File: src/rtl/add_sub.sv
// Registered signed adder/subtractor with overflow and sticky overflow status.
// Latency 1 clock from in_valid to out_valid; no backpressure, accepts one input every clock.
module add_sub #(
  parameter int WIDTH = 4
) (
  input  logic             clk,
  input  logic             rst_n,
  input  logic             in_valid,
  input  logic             op,
  input  logic [WIDTH-1:0] a,
  input  logic [WIDTH-1:0] b,
  input  logic             ov_clr,
  output logic [WIDTH-1:0] sum,
  output logic             ov,
  output logic             out_valid,
  output logic             ov_sticky
);

  logic [WIDTH-1:0] sum_q, sum_d;
  logic             ov_q, ov_d;
  logic             out_valid_q, out_valid_d;
  logic             ov_sticky_q, ov_sticky_d;

  logic [WIDTH-1:0] b_eff;
  logic [WIDTH:0]   full;
  logic             carry_in_msb;
  logic             carry_out_msb;
  logic             ov_calc;

  // One shared adder: subtraction is a + ~b with carry-in set by op.
  always_comb begin
    b_eff         = op ? ~b : b;
    full          = {1'b0, a} + {1'b0, b_eff} + {{WIDTH{1'b0}}, op};
    carry_out_msb = full[WIDTH];
    carry_in_msb  = a[WIDTH-1] ^ b_eff[WIDTH-1] ^ full[WIDTH-1];
    ov_calc       = carry_in_msb ^ carry_out_msb;
  end

  always_comb begin
    sum_d       = sum_q;
    ov_d        = ov_q;
    out_valid_d = in_valid;
    ov_sticky_d = ov_sticky_q;
    if (in_valid) begin
      sum_d = full[WIDTH-1:0];
      ov_d  = ov_calc;
    end
    // A new overflow takes priority over a clear on the same edge.
    if (in_valid && ov_calc) begin
      ov_sticky_d = 1'b1;
    end else if (ov_clr) begin
      ov_sticky_d = 1'b0;
    end
  end

  always_ff @(posedge clk or negedge rst_n) begin
    if (!rst_n) begin
      sum_q       <= '0;
      ov_q        <= 1'b0;
      out_valid_q <= 1'b0;
      ov_sticky_q <= 1'b0;
    end else begin
      sum_q       <= sum_d;
      ov_q        <= ov_d;
      out_valid_q <= out_valid_d;
      ov_sticky_q <= ov_sticky_d;
    end
  end

  assign sum       = sum_q;
  assign ov        = ov_q;
  assign out_valid = out_valid_q;
  assign ov_sticky = ov_sticky_q;

endmodule

File: config.mk
export PLATFORM = sky130hd
export DESIGN_NAME = add_sub
export DESIGN_NICKNAME = d
export VERILOG_FILES = /design/src/rtl/add_sub.sv
export SDC_FILE = /design/constraint.sdc
export NUM_CORES = 1
export LEC_CHECK = 0
export CAP_MARGIN = 0
export CORE_MARGIN = 1
export CORE_UTILIZATION = 30
export CTS_CLUSTER_DIAMETER = 30
export DETAILED_ROUTE_END_ITERATION = 8
export MAX_ROUTING_LAYER = met4
export PLACE_DENSITY = 0.72
export SYNTH_ARGS = -nofsm -noshare
export SYNTH_HDL_FRONTEND = slang
export SYNTH_SLANG_ARGS = --single-unit
export TNS_END_PERCENT = 20
File: constraint.sdc
create_clock -name clk -period 0.8 [get_ports clk]
set_input_delay 0.16 -clock clk [delete_from_list [all_inputs] [get_ports clk]]
set_output_delay 0.16 -clock clk [all_outputs]
set_load 0.005 [all_outputs]
==> Yosys cells after proc, flatten, opt, wreduce, memory -nomap -nowiden <==
Index checks and enable logic that the tools add are counted.
{ "totals": {"register_bits": 7, "in_bits": 13, "wordCells": 15} }
{ "classes": {"n_addsub": 2, "n_mux": 3, "n_bitwise": 4, "n_reduce_logical": 2} }
{ "op_table": {"columns": ["operator", "count"], "rows": [
  ["adder 4 x 4 -> 5 bit", 1],
  ["adder 5 x 1 -> 5 bit", 1],
  ["2-to-1 mux 4 bit", 1],
  ["inverter 4 bit", 1],
  ["XOR 1 bit", 3],
  ["2-to-1 mux 1 bit", 2],
  ["nonzero test 2 bit", 1],
  ["logical AND 1 bit", 1]
]} }

==> Depth between registers and ports, before layout <==
Gate-level depths: netlist of run 1.
{ "logic_depth": {"ltp_word": 8, "mapped_depth": 6} }

==> Worst setup path before layout of run 1 <==
Ideal clock, no wire load.
{ "synth_timing": {"path_type": "input-to-reg", "startpoint": "input port b[0]", "endpoint": "register ov_sticky_q (netlist: ov_sticky)", "setup_ps": 131, "arrival_time_ps": 1452, "slack_ps": -782, "cell_stages": 6, "cell_sequence": "mux2_4 fa_1 a21o_1 a21oi_1 xor2_1 o22ai_1"} }
{ "synth_between": {"elab_chain_len": 8, "word_cells_on_any_way": 9, "cone_classes": "add/sub: 2; mux: 2; bitwise: 3; reduce/logical: 2"} }
{ "synth_rtl": {"columns": ["item", "line_no", "rtl"], "rows": [
  ["from (decl)", "11", "input logic [WIDTH-1:0] b,"],
  ["inverter 4 bit", "32", "b_eff = op ? ~b : b;"],
  ["2-to-1 mux 4 bit (*)", "32", null],
  ["adder 4 x 4 -> 5 bit (*)", "33", "full = {1'b0, a} + {1'b0, b_eff} + {{WIDTH{1'b0}}, op};"],
  ["adder 5 x 1 -> 5 bit (*)", "33", null],
  ["XOR 1 bit", "35", "carry_in_msb = a[WIDTH-1] ^ b_eff[WIDTH-1] ^ full[WIDTH-1];"],
  ["XOR 1 bit (*)", "36", "ov_calc = carry_in_msb ^ carry_out_msb;"],
  ["logical AND 1 bit (*)", "49", "if (in_valid && ov_calc) begin"],
  ["2-to-1 mux 1 bit / nonzero test 2 bit (equally long branches)", null, null],
  ["to (signal assigned)", "66", "ov_sticky_q <= ov_sticky_d;"],
  ["to (decl)", "22", "logic ov_sticky_q, ov_sticky_d;"]
]} }
Every way passes the cells marked *; elsewhere a longest branch is shown, timed or not.
A chain may end at the register's enable or synchronous reset.

==> Final worst setup path of run 1 <==
Ends and elaborated chain as after synthesis.

==> summary.md, run 1 <==
| Metric | Value |
|---|---|
| Status | `finished, violations left` |
| Failing checks | `setup timing` |
| WS Path Type | `input pin to register` |
| Fin. Hold Viols | `0` |
| Multiplexer area fraction after synthesis | `10.1%` |
| Layout area overhead | `73.9%` |
| Synth area leader | `dfrtp_1` |
| Combinational Power Share | `roughly two fifths` |
| PwrDens | `about 1900 nW/um^2` |
| Clock share of power | `roughly a quarter` |
| Worst skew pair latency | `0.25 ns` |
| Global-route wire length before repair | `roughly 1500 microns` |
| H-Tree Depth | `1` |
| Largest net degree at the start of global routing | `8` |
| IO Port Bufs | `19` |
| Top post-synthesis cells by area | `dfrtp_1 43%, xor2_1 11%, ha_1 9.2%` |
| All-layer global routing usage | `between 15 and 20%` |
| Synth Area in Compound Gates | `between 10% and 20%` |
| Max-cap violations | `0` |
| Met3 GRT Util | `between 8 and 9%` |
| Final Cycle Share | `177%` |
| Startpoint types | `input pin` |
| Syn Inst Count | `35` |
| Post-synth top cells | `7 x dfrtp_1, 5 x xor2_1, 4 x a21oi_1` |
| Post-synth cell types | `14` |
| Post-synthesis adder-cell area fraction | `between 10% and 20%` |
| Final wirelength | `954 microns` |
| Post-Place Cell Area | `approximately 680 sq um` |
| Die area | `between 1500 and 2000 sq um` |
| Prevailing post-synth register cell | `dfrtp_1` |
| P_sw | `roughly 0.00038 W` |
| Largest fanout on the critical path | `2` |
| Via density | `between 4 and 5` |
| DRT Pass-1 Iters | `2` |
| Sink Count | `7` |
| Sw Share | `between 20 and 30%` |
| Hpwl dp | `750 microns` |
| CTS tree | `built` |
| Slew Viols, Final | `0` |
| Root cell of the clock tree | `clkbuf_4` |
| Vias in the first global route | `about 350` |
| Chip Width | `about 39 microns` |
| Worst EP arrival | `around 1.6 ns` |
| Worst-path clk slew | `about 0.05 ns` |
| Chip height | `38.9 microns` |
| Total grt overflow | `0` |
| Pleak | `0.355 nW` |
| Initial Util | `between 30% and 40%` |
| Top cell type's share of synthesized area | `between 40% and 50%` |
| Cell area after layout | `709 sq um` |
| Gp weighted congestion | `a little over 0.7` |
| # diodes | `0` |
| Worst hold path class | `input pin to asynchronous set/reset pin` |
| Worst-margin pin slew | `0.319 ns` |
| Setup TNS | `-3.32 ns` |
| Core footprint | `around 1200 sq um` |
| Number of synthesized flops with an enable pin | `0` |
| Met1 Usage GRT | `18.2%` |
| Reg power frac | `between 30% and 40%` |
| Number of remaining DRC errors | `0` |
| Post-Synth Simple-Gate Area | `about 2.8%` |
| Worst-case vdd ir drop | `1380 uV` |
| RSZ-0062 raised after global routing | `yes` |
| Clock buffer count from CTS | `3` |
| Antenna violations before repair | `0` |
| Main combinational cell family by area after synthesis | `XOR/XNOR gates` |
| Slew HR | `about four fifths` |
| Synth async-reset ratio | `100%` |
| Post-Syn Area | `just over 400 sq um` |
| Critical path capture point type | `register` |
| Top-count cell post-synth | `dfrtp_1` |
| Final nets | `85` |
| Final setup violation count | `12` |
| Syn_area_per_cell | `about 12 sq um` |
| Io pins | `20` |
| Internal Power | `0.000938 W` |
| DR vias | `between 300 and 400` |
| Required time worst endpoint | `0.94 ns` |
| Xor/xnor cell area share of the yosys netlist | `~15%` |
| Gr busiest metal | `met2` |
| PnR worst setup slack | `-0.617 ns` |
| Yosys reg bits | `7` |
| Min Clock Period, post-route | `between 1 and 1.5 ns` |
| Layout cell share with drive strength beyond 1 | `between 50 and 60%` |
| Worst Skew | `0 ns` |
| Peak Freq | `approximately 710 MHz` |
| Syn Nets | `52` |
| Total power after layout | `roughly 0.0013 W` |
| Num rows | `12` |
| DRT iter0 DRCs | `1` |
| Synthesis warning total | `0` |
| Register area share after synthesis | `a little over two fifths` |
| Max clock buf depth | `2` |
| Global Route met2 Usage | `a little over a quarter` |
| Routed Antenna Nets | `0` |
| Routed length per instance | `approximately 12 microns` |
## layout by cell type (no fill, tap or decap), types with 2 or more instances in the layout
cell type,instances
a21o_1,2
a21oi_1,3
buf_2,5
buf_4,10
buf_6,2
clkbuf_2,5
clkbuf_4,3
clkdlybuf4s50_1,4
dfrtp_1,7
dlygate4sd2_1,3
inv_1,2
mux2_4,3
nor2_1,3
xor2_1,3
xor2_2,2
## final timing paths
check                      startpoint   endpoint  slack (ns)  depth (start not counted)
max in group asynchronous       rst_n         ov        0.40                          1
min in group clk                 b[0]     sum[0]        0.32                          4
max                              b[0]  ov_sticky       -0.62                          7
min reg2reg                    sum[3]     sum[3]        0.51                          1
max reg2reg                    sum[1]     sum[1]        0.05                          1
min                             rst_n  ov_sticky        0.16                          1
## metal layers
| metal | vias up | share of wire, % |
|---|---|---|
| met4 | 0 | 1.6 |
| met5 | - | 0 |
| met1 | 165 | 42 |
| met2 | 11 | 50 |
| met3 | 2 | 5.7 |
| li1 | 179 | - |
## worst max-delay path, stage by stage
cell	delay [ns]
buf_6	0.10
mux2_4	0.31
fa_2	0.39
a21o_1	0.17
a21oi_2	0.12
xor2_1	0.20
o22ai_1	0.11
## kinds of logic after synthesis
| group | Yosys count |
|---|---|
| flops | 7 |
| mux | 3 |
| xor+xnor | 7 |
| buf+inv | 3 |
| simple gates | 3 |
| fa+ha+maj | 4 |
| compound gates | 8 |
## sequential cells by signal, summed over array words and instances (netlist names)
name	cells
out_valid	1
ov	1
ov_sticky	1
sum	4
## power groups by stage
stage / registers [W] / logic, W / clock network, W
after detailed placement: 0.000478 / 0.000558 / 0
after global placement: 0.000476 / 0.000547 / 0
after global routing: 0.000480 / 0.000578 / 0.000364
after CTS: 0.000470 / 0.000535 / 0.000336
final: 0.000471 / 0.000523 / 0.000326
after floorplan: 0.000488 / 0.000217 / 0
## cell type report
cell class	count	area (sq um)
Clock buffer	4	26.3
Fill cell	111	477
Inverter	2	7.51
Multi-Input combinational cell	25	269
Sequential cell	7	175
Tap cell	14	17.5
Timing Repair Buffer	29	214
## per-stage QoR
step | worst slack, ns | utilization, % | instances | hold WS (ns)
after floorplan | -0.711 | - | 35 | -0.136
after global placement | -1.33 | 57.2 | 75 | 0.440
after detailed placement | -1.32 | 57.2 | 75 | 0.444
after CTS | -0.619 | 60.9 | 80 | 0.163
final | -0.617 | 59.8 | 81 | 0.156
after global routing | -0.690 | 59.8 | 81 | 0.158
## timing repair
action | CTS | global route
endpoints found under the hold margin | 0 | 0
buffers inserted | 1 | 1
setup endpoints to repair | 13 | 12
cloned | 0 | 0
hold buffers | 0 | 0
resized for setup | 46 | 7
pin swaps | 10 | 2
(Power assumes the default switching activity.)
==> inputs of run 2 (changes only) <==
--- a/config.mk
+++ b/config.mk
@@ -6,12 +6,12 @@
 export NUM_CORES = 1
 export LEC_CHECK = 0
 export CAP_MARGIN = 0
-export CORE_MARGIN = 1
-export CORE_UTILIZATION = 30
+export CORE_AREA = 2 2 39 41
 export CTS_CLUSTER_DIAMETER = 30
 export DETAILED_ROUTE_END_ITERATION = 8
+export DIE_AREA = 0 0 41 43
 export MAX_ROUTING_LAYER = met4
-export PLACE_DENSITY = 0.72
+export PLACE_DENSITY = 0.73
 export SYNTH_ARGS = -nofsm -noshare
 export SYNTH_HDL_FRONTEND = slang
 export SYNTH_SLANG_ARGS = --single-unit
==> summary.md, run 2 (same netlist as run 1, synthesis figures left out) <==
| Metric | Value |
|---|---|
| Max incr delay on CP | `0.34 ns (-0.05 ns)` |
| Filler cells | `142 (+28%)` |
| Critical path capture point type | `register` |
| Worst skew pair latency | `0.25 ns (about the same)` |
| Final Cycle Share | `177% (-0.37 points)` |
| Post-CTS Setup Inserts | `0 (-1)` |
| Antenna violations before repair | `0 (unchanged)` |
| Register Area | `175 sq um (unchanged)` |
| Gp weighted congestion | `0.685 (-4.5%)` |
| Layout area overhead | `78.8%` |
| Layout cell share with drive strength beyond 1 | `52.2% (unchanged)` |
| PwrDens | `1800 nW/um^2 (-3.4%)` |
| Slowest cell on crit path | `fa_2` |
| Num rows | `14 (+2)` |
| Final core utilization | `52.7% (-7.1 points)` |
| Global-route wire length before repair | `1340 microns (-13%)` |
| Die area | `1760 sq um (+17%)` |
| Largest fanout on the critical path | `2 (unchanged)` |
| P_sw | `0.000365 W (-4.3%)` |
| Total grt overflow | `0 (unchanged)` |
| Pleak | `0.355 nW (-0.23%)` |
| DRT Pass-1 Iters | `2 (unchanged)` |
| Clock share of power | `23.9% (-0.8 points)` |
| Clock buffer count from CTS | `3 (unchanged)` |
| All-layer global routing usage | `11.4% (-5.8 points)` |
| Max-cap violations | `0 (unchanged)` |
| Total power after layout | `0.00131 W (-0.70%)` |
| Initial Util | `29.5% (-4.9 points)` |
| WS Path Type | `input pin to register` |
| Peak Freq | `707 MHz (+0.21%)` |
| Fin. Hold Viols | `0 (unchanged)` |
| Via density | `4.19 (-4.9%)` |
| DRT iter0 DRCs | `5 (+4)` |
| Hold Buf Count CTS | `0 (unchanged)` |
| H-Tree Depth | `1 (unchanged)` |
| Core footprint | `1380 sq um (+17%)` |
| Sw Share | `27.9% (-1.0 points)` |
| Worst R2R End | `sum[3]` |
| Startpoint types | `input pin` |
| Status | `finished, violations left` |
| RSZ-0062 raised after global routing | `yes` |
| DR vias | `348 (-2.5%)` |
| Commonest non-fill, non-tap cells in the layout | `10 x buf_4, 7 x dfrtp_1, 7 x clkbuf_2` |
| Reg2reg path depth | `1 (unchanged)` |
| Slew Viols, Final | `0 (unchanged)` |
| Worst-case hold slack | `0.165 ns (+0.00835 ns)` |
| Final setup violation count | `12 (unchanged)` |
| Crit path cell chain | `buf_6, mux2_4, fa_2, a21o_1, a21oi_2, xor2_1, o22ai_1` |
| Worst-path clk slew | `0.05 ns (about the same)` |
| Reg power frac | `36.0% (+0.3 points)` |
| Worst Skew | `0 ns (unchanged)` |
| Max clock buf depth | `2 (unchanged)` |
| Root cell of the clock tree | `clkbuf_4` |
| Worst-margin pin slew | `0.303 ns (-0.0154 ns)` |
| Worst-case vdd ir drop | `552 uV (-60%)` |
| Routed Antenna Nets | `0 (unchanged)` |
| Min Clock Period, post-route | `1.41 ns (-0.00295 ns)` |
| Hpwl dp | `662 microns (-12%)` |
| Chip Width | `41 microns (+5.5%)` |
| Failing checks | `setup timing` |
| Multi-input logic area | `287 sq um (+6.5%)` |
| Final wirelength | `856 microns (-10%)` |
| Place WS | `-1.30 ns (+0.0221 ns)` |
| Worst hold path class | `input pin to asynchronous set/reset pin` |
| Io pins | `20 (unchanged)` |
| Sink Count | `7 (unchanged)` |
| Worst EP arrival | `1.54 ns (about the same)` |
| Routed length per instance | `10.3 microns (-12%)` |
| Required time worst endpoint | `0.92 ns (-0.02 ns)` |
| Internal Power | `0.000945 W (+0.74%)` |
| Largest net degree at the start of global routing | `8 (unchanged)` |
| Reg2Reg Setup Slack | `0.05 ns (about the same)` |
| IO Port Bufs | `19 (unchanged)` |
| Worst R2R Start | `sum[3]` |
| Vias in the first global route | `357 (+1.4%)` |
| Number of remaining DRC errors | `0 (unchanged)` |
| Combinational Power Share | `40.0% (+0.4 points)` |
| Chip height | `43 microns (+11%)` |
| CTS tree | `built` |
| Slew HR | `79.7% (+1.0 points)` |
| # diodes | `0 (unchanged)` |
| PnR worst setup slack | `-0.614 ns (+0.00295 ns)` |
| Max FFs per register | `4 (unchanged)` |
| Most common cell after layout, fill and taps aside | `buf_4` |
| Final nets | `85 (unchanged)` |
==> run 2: cell count changes in the layout (fill, tap and decap cells not counted), sizes merged <==
cell | before | now
clkbuf | 9 | 11
buf | 17 | 15
==> run 2: cell type report <==
cell class,count,share of cell area (%)
Clock buffer,4,3.60
Inverter,2,1.03
Multi-Input combinational cell,25,39.3
Sequential cell,7,24.0
Tap cell,16,2.74
Timing Repair Buffer,29,29.3
==> run 2: metal layers <==
layer  share of wire, %  track usage [%]  vias to the layer above
met5                  0                -                        -
met4                  0             6.00                        0
met3                 10             1.57                        0
met2                 50             19.1                       17
met1                 40             12.2                      152
li1                   -                -                      179
==> run 2: how the worst max path moves through the flow <==
| stage | start | to | cells past startpoint | slack, ns |
|---|---|---|---|---|
| global route | op | ov_sticky | 7 | -0.66 |
| floorplan | b[0] | ov_sticky | 6 | -0.71 |
| finish | b[0] | ov_sticky | 7 | -0.61 |
| global placement | b[0] | ov_sticky | 7 | -1.26 |
| CTS | b[0] | ov_sticky | 7 | -0.61 |
| detailed placement | b[0] | ov_sticky | 7 | -1.30 |
==> run 2: what timing repair did <==
| item | CTS | global route |
|---|---|---|
| pin swaps | 10 | 5 |
| endpoints found under the setup margin | 13 | 12 |
| endpoints found under the hold margin | 0 | 0 |
| resized for setup | 44 | 10 |
==> run 2: worst max-delay path: cells and delay by family <==
| kind | cells | cell delay, ns |
|---|---|---|
| AOI/OAI and AO/OA | 3 | 0.44 |
| adders and majority gates | 1 | 0.34 |
| muxes | 1 | 0.30 |
| xor gates and xnor gates | 1 | 0.19 |
| buffers and inverters | 1 | 0.09 |
==> run 2: metrics by stage <==
| stage | cell area, sq um | instances | TNS, ns |
|---|---|---|---|
| global placement | 696 | 79 | -7.51 |
| global route | 729 | 83 | -3.42 |
| finish | 729 | 83 | -2.97 |
| floorplan | 414 | 35 | -2.87 |
| detailed placement | 696 | 79 | -7.68 |
| CTS | 752 | 83 | -3.87 |
==> run 2: power by group through the flow <==
stage	clock (W)	sequential, W	combinational (W)
4_1_cts	0.000322	0.000474	0.000551
2_1_floorplan	0	0.000488	0.000217
3_3_place_gp	0	0.000478	0.000561
5_1_grt	0.000328	0.000486	0.000584
6_report	0.000314	0.000472	0.000525
3_5_place_dp	0	0.000478	0.000572
